**src/rtl/uart_word_rx.sv**
```systemverilog
// 8N1 UART receiver that packs every four good bytes into a little-endian 32-bit word.
// Partial words are dropped on a framing error or after an inter-byte idle timeout.
module uart_word_rx #(
    parameter int unsigned CLK_FREQ     = 100_000_000,
    parameter int unsigned BAUD         = 115200,
    parameter int unsigned TIMEOUT_BITS = 64
) (
    input  logic        clk,
    input  logic        reset,
    input  logic        rx,
    output logic [7:0]  byte_data,
    output logic        byte_valid,
    output logic [31:0] word_data,
    output logic        word_valid,
    output logic        frame_error,
    output logic        busy
);

    localparam int unsigned DIV   = CLK_FREQ / BAUD;
    localparam int unsigned HALF  = DIV / 2;
    localparam int unsigned CNT_W = $clog2(DIV);
    localparam int unsigned TMO   = TIMEOUT_BITS * DIV;
    localparam int unsigned TMO_W = $clog2(TMO + 1);

    typedef enum logic [2:0] {
        IDLE,
        START,
        DATA,
        STOP,
        WAIT_HIGH
    } state_t;

    state_t             state;
    logic               rx_meta;
    logic               rxs;
    logic               rxs_d;
    logic [CNT_W-1:0]   cnt;
    logic [2:0]         bit_cnt;
    logic [7:0]         shreg;
    logic [1:0]         idx;
    logic [23:0]        shadow;
    logic [TMO_W-1:0]   tmo_cnt;

    always_ff @(posedge clk or negedge reset) begin
        if (!reset) begin
            rx_meta     <= 1'b1;
            rxs         <= 1'b1;
            rxs_d       <= 1'b1;
            state       <= IDLE;
            cnt         <= '0;
            bit_cnt     <= '0;
            shreg       <= '0;
            idx         <= '0;
            shadow      <= '0;
            tmo_cnt     <= '0;
            byte_data   <= '0;
            byte_valid  <= 1'b0;
            word_data   <= '0;
            word_valid  <= 1'b0;
            frame_error <= 1'b0;
            busy        <= 1'b0;
        end else begin
            rx_meta     <= rx;
            rxs         <= rx_meta;
            rxs_d       <= rxs;
            byte_valid  <= 1'b0;
            word_valid  <= 1'b0;
            frame_error <= 1'b0;

            case (state)
                IDLE: begin
                    if (rxs_d && !rxs) begin
                        state <= START;
                        busy  <= 1'b1;
                        cnt   <= '0;
                    end
                end

                // Mid-start-bit check filters short low glitches.
                START: begin
                    if (cnt == CNT_W'(HALF - 1)) begin
                        cnt <= '0;
                        if (!rxs) begin
                            state <= DATA;
                        end else begin
                            state <= IDLE;
                            busy  <= 1'b0;
                        end
                    end else begin
                        cnt <= cnt + CNT_W'(1);
                    end
                end

                DATA: begin
                    if (cnt == CNT_W'(DIV - 1)) begin
                        cnt     <= '0;
                        shreg   <= {rxs, shreg[7:1]};
                        bit_cnt <= bit_cnt + 3'd1;
                        if (bit_cnt == 3'd7) begin
                            state <= STOP;
                        end
                    end else begin
                        cnt <= cnt + CNT_W'(1);
                    end
                end

                STOP: begin
                    if (cnt == CNT_W'(DIV - 1)) begin
                        cnt     <= '0;
                        bit_cnt <= '0;
                        tmo_cnt <= '0;
                        if (rxs) begin
                            state      <= IDLE;
                            busy       <= 1'b0;
                            byte_data  <= shreg;
                            byte_valid <= 1'b1;
                            case (idx)
                                2'd0:    shadow[7:0]   <= shreg;
                                2'd1:    shadow[15:8]  <= shreg;
                                2'd2:    shadow[23:16] <= shreg;
                                default: begin
                                    word_data  <= {shreg, shadow};
                                    word_valid <= 1'b1;
                                end
                            endcase
                            idx <= (idx == 2'd3) ? 2'd0 : idx + 2'd1;
                        end else begin
                            frame_error <= 1'b1;
                            idx         <= '0;
                            state       <= WAIT_HIGH;
                        end
                    end else begin
                        cnt <= cnt + CNT_W'(1);
                    end
                end

                // Break or stuck-low line: wait for idle before re-arming.
                WAIT_HIGH: begin
                    if (rxs) begin
                        state <= IDLE;
                        busy  <= 1'b0;
                    end
                end

                default: begin
                    state <= IDLE;
                    busy  <= 1'b0;
                end
            endcase

            // Inter-byte timeout drops a stale partial word.
            if (state == IDLE && idx != 2'd0) begin
                if (tmo_cnt == TMO_W'(TMO)) begin
                    idx     <= '0;
                    tmo_cnt <= '0;
                end else begin
                    tmo_cnt <= tmo_cnt + TMO_W'(1);
                end
            end
        end
    end

endmodule

```
**config.mk**
```make
export PLATFORM = sky130hd
export DESIGN_NAME = uart_word_rx
export DESIGN_NICKNAME = d
export VERILOG_FILES = /design/src/rtl/uart_word_rx.sv
export SDC_FILE = /design/constraint.sdc
export NUM_CORES = 1
export LEC_CHECK = 0
export ABC_CLOCK_PERIOD_IN_PS = 4500
export BUFFER_PORTS_ARGS = -buffer_cell sky130_fd_sc_hd__buf_2
export CORE_UTILIZATION = 48
export CTS_BUF_LIST = sky130_fd_sc_hd__clkbuf_8 sky130_fd_sc_hd__clkbuf_16
export DETAILED_ROUTE_END_ITERATION = 8
export GPL_ROUTABILITY_DRIVEN = 0
export GPL_TIMING_DRIVEN = 0
export PLACE_DENSITY = 0.67
export RECOVER_POWER = 25
export SLEW_MARGIN = 20
export SYNTH_ARGS = -nofsm -noshare
export SYNTH_HDL_FRONTEND = slang
export SYNTH_SLANG_ARGS = --single-unit
export TNS_END_PERCENT = 1
```
**constraint.sdc**
```tcl
create_clock -name clk -period 4.5 [get_ports clk]
set_input_delay 0.9 -clock clk [delete_from_list [all_inputs] [get_ports clk]]
set_output_delay 0.9 -clock clk [all_outputs]
set_load 0.01 [all_outputs]
```
==> run summary, run 1 <==
total wire length - 9830 µm
max_cap viols - 1
Post-Synthesis Cells - 393
wire per inst - 16.2 µm
r2r startpoint - cnt[0]
core area - 10400 µm²
CP delay by family, top - buffers and inverters
Worst-Margin Slew - 2.74 ns
antenna cell count - 0
critical path class - input pin to asynchronous set/reset pin
type of the worst min-delay path - flop to flop
Initial DRC Count - 120
Detail Route Antenna Nets - 0
crit-path cells - clkbuf_1
LEAKAGE - 0.00324 µW
r2r endpoint - tmo_cnt[4]
Site Rows - 37
sequential element share of the synthesized area - 54.8%
CP Data Required Time - 4.52 ns
Peak VDD IR - 0.237 mV
antenna violations before repair - 0
largest net degree at the start of global routing - 65
Area contributors post-synth - dfrtp_1, mux2_4, mux2_2, ha_1, a21o_1
Seq cells post-synth - 113
Buffers & Inverters on Critical Path - 1
vias in the first global route - 3266
clock slew at reported path FFs - 0.06 ns
post-layout util - 59.7%
Setup crit end kind - asynchronous set/reset pin
status - complete, but fails checks
Root Buffer - clkbuf_8
critical path's slowest cell - clkbuf_1
share of layout cells above drive strength 1 - 36.7%
Async SR Flop Fraction - 100%
Warnings, synthesis - 0
die area - 11200 µm²
post-synth top area cell - dfrtp_1
Initial Util - 49.8%
WHS Path Cells - 0
First-pass DRT Iterations - 5
Nets - 473
CP max stage delay - 1.90 ns
Die Span X - 106 µm
Vias/cell - 5.41
Resized cells post-CTS - 0
syn_area_per_cell - 13.1 µm²
P per Cell Area - 429 nW/µm²
Clock Skews - 0.0115 ns
Worst Path Max Fanout - 50
Max Transition Viols Final - 50
CTS Hold Buffers Added - 0
final worst path period share - 62.6%
number of port buffers - 46
total CTS buffers - 17
number of setup buffers added after CTS - 0
Hold Path End - rxs
internal reg-to-reg setup slack - 1.83 ns
RSZ-0062 raised after global routing - no
Min-Delay Startpoint - rx_meta
Chip Height - 106 µm
Most used DFF post-synth - dfrtp_1
H-tree levels - 4
Layout area overhead - 19.8%
Final Hold Fails - 0
fin crit period - 2.82 ns
post-synth net total - 407
Final TNS setup - 0 ns
Max Fclk - 0.355 GHz
clk buf depth - 2
GRT Total Usage - 19.5%
total number of vias - 3292
gr ovfl total - 0
TritonCTS clock tree - built
Critical Path Start Type - input pin
wire length of the first global-routing pass - 16700 µm
worst skew pair latency - 0.51 ns
Max-slew headroom - -82.7%
Boundary Pins - 47
setup violators final - 0
number of synthesized flops with an enable pin - 0
Synth top area share - 53.3%
CP Data Arrival Time - 2.84 ns
clock sink count - 113
violated checks - capacitance limit, slew limit
DRC violations left - 0
r2r worst-path depth - 7
Syn Std Cell Area - 5160 µm²
hpwl dp - 6460 µm
Yosys cell types - 45
-- synthesized netlist by cell type (4+ instances only) --
cell type	instances
ha_1	11
nand2_1	22
nor4_1	5
a22o_1	5
dfrtp_1	110
nand3_1	16
buf_2	4
clkbuf_1	6
nor2_1	21
nor3_1	11
inv_1	7
nand2b_1	5
mux2_2	28
mux2_4	46
a21oi_1	11
o21ai_0	17
nor3b_1	5
a21o_1	15
-- placed cells by master (no fill, tap or decap), types with 2 or more instances in the layout --
cell type / instances
a22o_1: 5
or4b_2: 2
nor3b_1: 5
clkinvlp_4: 2
o22ai_1: 2
nand4_1: 2
inv_6: 3
clkbuf_16: 16
nor2_1: 21
inv_1: 8
nor2b_1: 2
o211ai_1: 2
nand2b_1: 5
mux2i_1: 2
nand2_1: 22
and3_1: 3
nor3_1: 11
nand4b_1: 2
bufinv_16: 3
dfstp_2: 3
nor4_1: 5
clkinv_4: 5
o31ai_1: 2
o22a_1: 2
nand3b_1: 3
clkbuf_1: 7
a21oi_1: 11
buf_2: 49
nand3_1: 16
nor4_4: 2
buf_6: 3
or4_1: 3
a21o_1: 15
dfrtp_1: 110
nand2_8: 2
o21ai_0: 17
ha_1: 11
mux2_4: 46
mux2_2: 28
-- state kept, by name, summed over array words and instances (netlist names), 2 cells and up --
| signal | flops |
|---|---|
| byte_data | 8 |
| tmo_cnt | 16 |
| idx | 2 |
| word_data | 32 |
| shreg | 8 |
| cnt | 10 |
| state | 3 |
| bit_cnt | 3 |
| shadow | 24 |
-- routing by layer --
metal  part of all wire [%]  global-route usage (%)
met2                     49                    31.8
met1                     46                    25.2
met4                   0.69                    5.26
met5                      0                       0
met3                    3.6                    6.06
-- cell families (layout without fill, tap and decap cells) --
kind of cell / Yosys count / after routing / share of synthesized area (%)
and+or+nand+nor: 113 / 113 / 12.9
xor gates and xnor gates: 2 / 2 / 0.339
DFF: 113 / 113 / 54.8
adders and majority gates: 11 / 11 / 2.67
muxes: 76 / 76 / 19.9
buffers and inverters: 21 / 100 / 2.37
AOI/OAI and AO/OA: 57 / 57 / 7.05
-- per-stage QoR --
stage          worst slack [ns]  hold WS, ns  instances  total power [µW]  instance area [µm²]
2_1_floorplan              2.11        0.345        393              1250                 5160
3_3_place_gp               1.22        0.346        575              1320                 5560
3_5_place_dp               1.88        0.348        576              1330                 5600
4_1_cts                    1.80        0.327        608              2680                 6200
5_1_grt                    1.08        0.364        608              2760                 6190
6_report                   1.68        0.356        608              2650                 6190
-- how the worst max path moves through the flow --
stage	depth (start not counted)	slack [ns]	end	start
2_1_floorplan	6	2.11	shreg[1]	cnt[0]
3_5_place_dp	7	1.88	tmo_cnt[4]	cnt[0]
6_report	1	1.68	state[0]	reset
4_1_cts	7	1.80	tmo_cnt[4]	cnt[0]
5_1_grt	1	1.08	state[2]	reset
3_3_place_gp	1	1.22	tmo_cnt[9]	reset
-- layout make-up --
class | instances | area [µm²]
Clock inverter | 15 | 184
Multi-Input combinational cell | 259 | 2210
Inverter | 7 | 26.3
Tap cell | 136 | 170
Sequential cell | 113 | 2830
Clock buffer | 17 | 414
Buffer | 14 | 96.3
Fill cell | 827 | 4180
Timing Repair Buffer | 47 | 256
-- power breakdown --
group          internal, µW  switching [µW]  leakage [µW]
clock                   848             494      0.000290
sequential             1050            31.8       0.00156
combinational          87.0             145       0.00139
total                  1980             670       0.00324
(Power assumes the default switching activity.)
==> inputs of run 2 (changes only) <==
- ABC_AREA: unset -> 1
- ABC_CLOCK_PERIOD_IN_PS: 4500 -> 2400
- PLACE_DENSITY: 0.67 -> 0.69
- clock period: 4.5 -> 2.4 ns (I/O delays scaled with it)
==> run 2 against run 1 <==
Against the previous run: clock skew shrank 0.0013 ns; the run now ends clean; setup slack lost 1.4 ns; die area grew 4.0%; sequential share of layout area shrank 1.6 points; non-clock buffer count grew 11; synthesized area grew 4.1%; register-to-register slack lost 1.6 ns; combinational power grew to 3.0 times the previous value; largest cell class unchanged; hold slack lost 0.29 ns; global-route usage grew 3.1 points; power grew 95%.
==> run summary, run 2 <==
vias in the first global route - 4471 (+37%)
cell with the most instances after synthesis - nand2_1
Layout area overhead - 19.3%
CP Data Arrival Time - 2.55 ns (-0.29 ns)
Warnings, synthesis - 0 (unchanged)
Comb power frac - 13.5% (+4.8 points)
Post-Synthesis Cells - 674 (+72%)
Most used DFF post-synth - dfrtp_1
First-pass DRT Iterations - 5 (unchanged)
wire length of the first global-routing pass - 20400 µm (+22%)
Initial DRC Count - 287 (+140%)
LEAKAGE - 0.00345 µW (+6.5%)
CP max stage delay - 0.42 ns (-1.48 ns)
Resized cells post-CTS - 0 (unchanged)
Boundary Pins - 47 (unchanged)
Min-Delay Startpoint - rx
antenna cell count - 0 (unchanged)
post-layout util - 58.9% (-0.76 points)
syn_area_per_cell - 7.98 µm² (-39%)
Stages on worst setup path - 8 (+7)
Max Fclk - 0.465 GHz
Nets - 758 (+60%)
critical path's slowest cell - dfrtp_1
Max-slew headroom - 16.6% (+99 points)
core area - 10900 µm² (+5.0%)
crit-path cells - ha_1, inv_1, nor2_1, nand3_1, nor2_1, nand3_1, clkbuf_1, o21ai_0
post-synth top area cell - dfrtp_1
Site Rows - 38 (+2.7%)
Final Hold Fails - 0 (unchanged)
number of synthesized flops with an enable pin - 0 (unchanged)
Chip Height - 108 µm (+2.0%)
Largest register FFs - 32 (unchanged)
antenna violations before repair - 0 (unchanged)
commonest non-fill, non-tap cell in the layout - nand2_1
clk buf depth - 2 (unchanged)
r2r startpoint - cnt[0]
total wire length - 12100 µm (+23%)
total CTS buffers - 17 (unchanged)
gr ovfl total - 0 (unchanged)
internal reg-to-reg setup slack - 0.25 ns (-1.58 ns)
clock slew at reported path FFs - 0.06 ns (about the same)
Max Transition Viols Final - 0 (-100%)
CP Data Required Time - 2.80 ns (-1.72 ns)
Seq cells post-synth - 113 (unchanged)
switch share - 27.7% (+2.4 points)
Worst-Margin Slew - 1.25 ns (-1.49 ns)
largest net degree at the start of global routing - 63 (-3.1%)
Syn Std Cell Area - 5380 µm² (+4.1%)
Synth top area share - 51.2% (-2.1 points)
Clock power frac - 46.9% (-3.7 points)
number of port buffers - 46 (unchanged)
Detail Route Antenna Nets - 0 (unchanged)
biggest regs - word_data (32), shadow (24), tmo_cnt (16)
area post-placement - 5820 µm² (+3.9%)
Cell Int Power - 3730 µW (+88%)
die area - 11600 µm² (+4.0%)
Vias/cell - 5.27 (-2.7%)
Worst Path Max Fanout - 10 (-80%)
Root Buffer - clkbuf_8
Buffers & Inverters on Critical Path - 2 (+1)
Die Span X - 108 µm (+2.0%)
r2r worst-path depth - 8 (+1)
Critical Path Start Type - flop
TritonCTS clock tree - built
top post-synthesis cells by count - nand2_1, dfrtp_1, nand3_1
Initial Util - 49.4% (-0.42 points)
hpwl dp - 8240 µm (+28%)
sequential element share of the synthesized area - 52.7% (-2.2 points)
H-tree levels - 4 (unchanged)
worst skew pair latency - 0.51 ns (about the same)
status - complete, no violations
P per Cell Area - 805 nW/µm² (+88%)
GRT Total Usage - 22.6% (+3.1 points)
Yosys cell types - 26 (-42%)
most frequent cells in the layout - nand2_1, dfrtp_1, nand3_1, nor2_1
Area contributors post-synth - dfrtp_1, nand2_1, nand3_1, nand4_1, nor2_1
share of layout cells above drive strength 1 - 12.8% (-24 points)
Finished Cell Area - 6410 µm² (+3.7%)
post-synth net total - 688 (+69%)
Setup crit end kind - flop
Switch Pwr - 1430 µW (+110%)
Peak VDD IR - 0.468 mV (+97%)
Hold Path End - rx_meta
max_cap viols - 0 (-1)
sequential power share - 39.5% (-1.2 points)
Clock Skews - 0.0102 ns (-0.00132 ns)
setup violators final - 0 (unchanged)
CP delay by family, top - simple AND/OR/NAND/NOR gates
WHS Path Cells - 1 (+1)
final worst path period share - 89.6%
type of the worst min-delay path - input pin to flop
wire per inst - 13.4 µm (-17%)
Largest Register - word_data
Async SR Flop Fraction - 100% (unchanged)
critical path class - flop to flop
clock sink count - 113 (unchanged)
total number of vias - 4727 (+44%)
r2r endpoint - byte_data[2]
DRC violations left - 0 (unchanged)
fin crit period - 2.15 ns
RSZ-0062 raised after global routing - no
==> run 2: worst max-delay path by stage <==
stage,endpoint,from,slack (ns)
6_report,byte_data[2],cnt[0],0.25
5_1_grt,byte_data[2],cnt[0],0.05
4_1_cts,word_data[11],cnt[0],0.16
3_5_place_dp,word_data[11],cnt[0],0.17
3_3_place_gp,tmo_cnt[13],reset,-0.43
2_1_floorplan,word_data[0],cnt[0],0.75
==> run 2: layout make-up <==
type,instances,area (µm²)
Sequential cell,113,2830
Clock buffer,18,428
Multi-Input combinational cell,487,2250
Tap cell,140,175
Timing Repair Buffer,51,287
Fill cell,964,4470
Inverter,53,199
Buffer,21,91.3
Clock inverter,14,149
==> run 2: power groups by stage <==
stage / clock network [µW] / logic [µW] / registers [µW]
5_1_grt: 2550 / 805 / 2050
3_5_place_dp: 0 / 695 / 2070
3_3_place_gp: 0 / 667 / 2070
6_report: 2420 / 698 / 2040
4_1_cts: 2460 / 703 / 2040
2_1_floorplan: 0 / 504 / 2060
==> run 2: kinds of logic (layout without fill, tap and decap cells) <==
kind of cell / after synthesis / after routing / share of synthesized area, %
adders and majority gates: 11 / 11 / 2.56
buffers and inverters: 74 / 157 / 5.40
and+or+nand+nor: 435 / 435 / 35.1
DFF: 113 / 113 / 52.7
AOI/OAI and AO/OA: 38 / 38 / 3.82
xor gates and xnor gates: 3 / 3 / 0.489
==> run 2: repair_timing <==
item / CTS / global route
buffers inserted: 0 / 3
hold buffers: 1 / 0
endpoints found under the hold margin: 48 / 0
setup endpoints to repair: 0 / 8
==> run 2: stage by stage <==
| step | std cells | setup TNS (ns) | total power [µW] | setup WS, ns | hold slack, ns |
|---|---|---|---|---|---|
| after CTS | 894 | 0 | 5200 | 0.156 | 0.0426 |
| after floorplan | 674 | 0 | 2560 | 0.754 | 0.184 |
| after detailed placement | 861 | 0 | 2770 | 0.168 | 0.353 |
| after global routing | 897 | 0 | 5400 | 0.0456 | 0.0465 |
| final | 897 | 0 | 5160 | 0.250 | 0.0651 |
| after global placement | 860 | -45.96 | 2740 | -0.425 | 0.346 |
==> run 2: routing by layer <==
layer | GRT usage (%) | routed length, µm | up-vias
li1 | - | - | 2346
met5 | 0 | 0 | -
met1 | 28.8 | 5440 | 2231
met3 | 4.96 | 571 | 18
met2 | 37.2 | 5890 | 132
met4 | 9.20 | 159 | 0
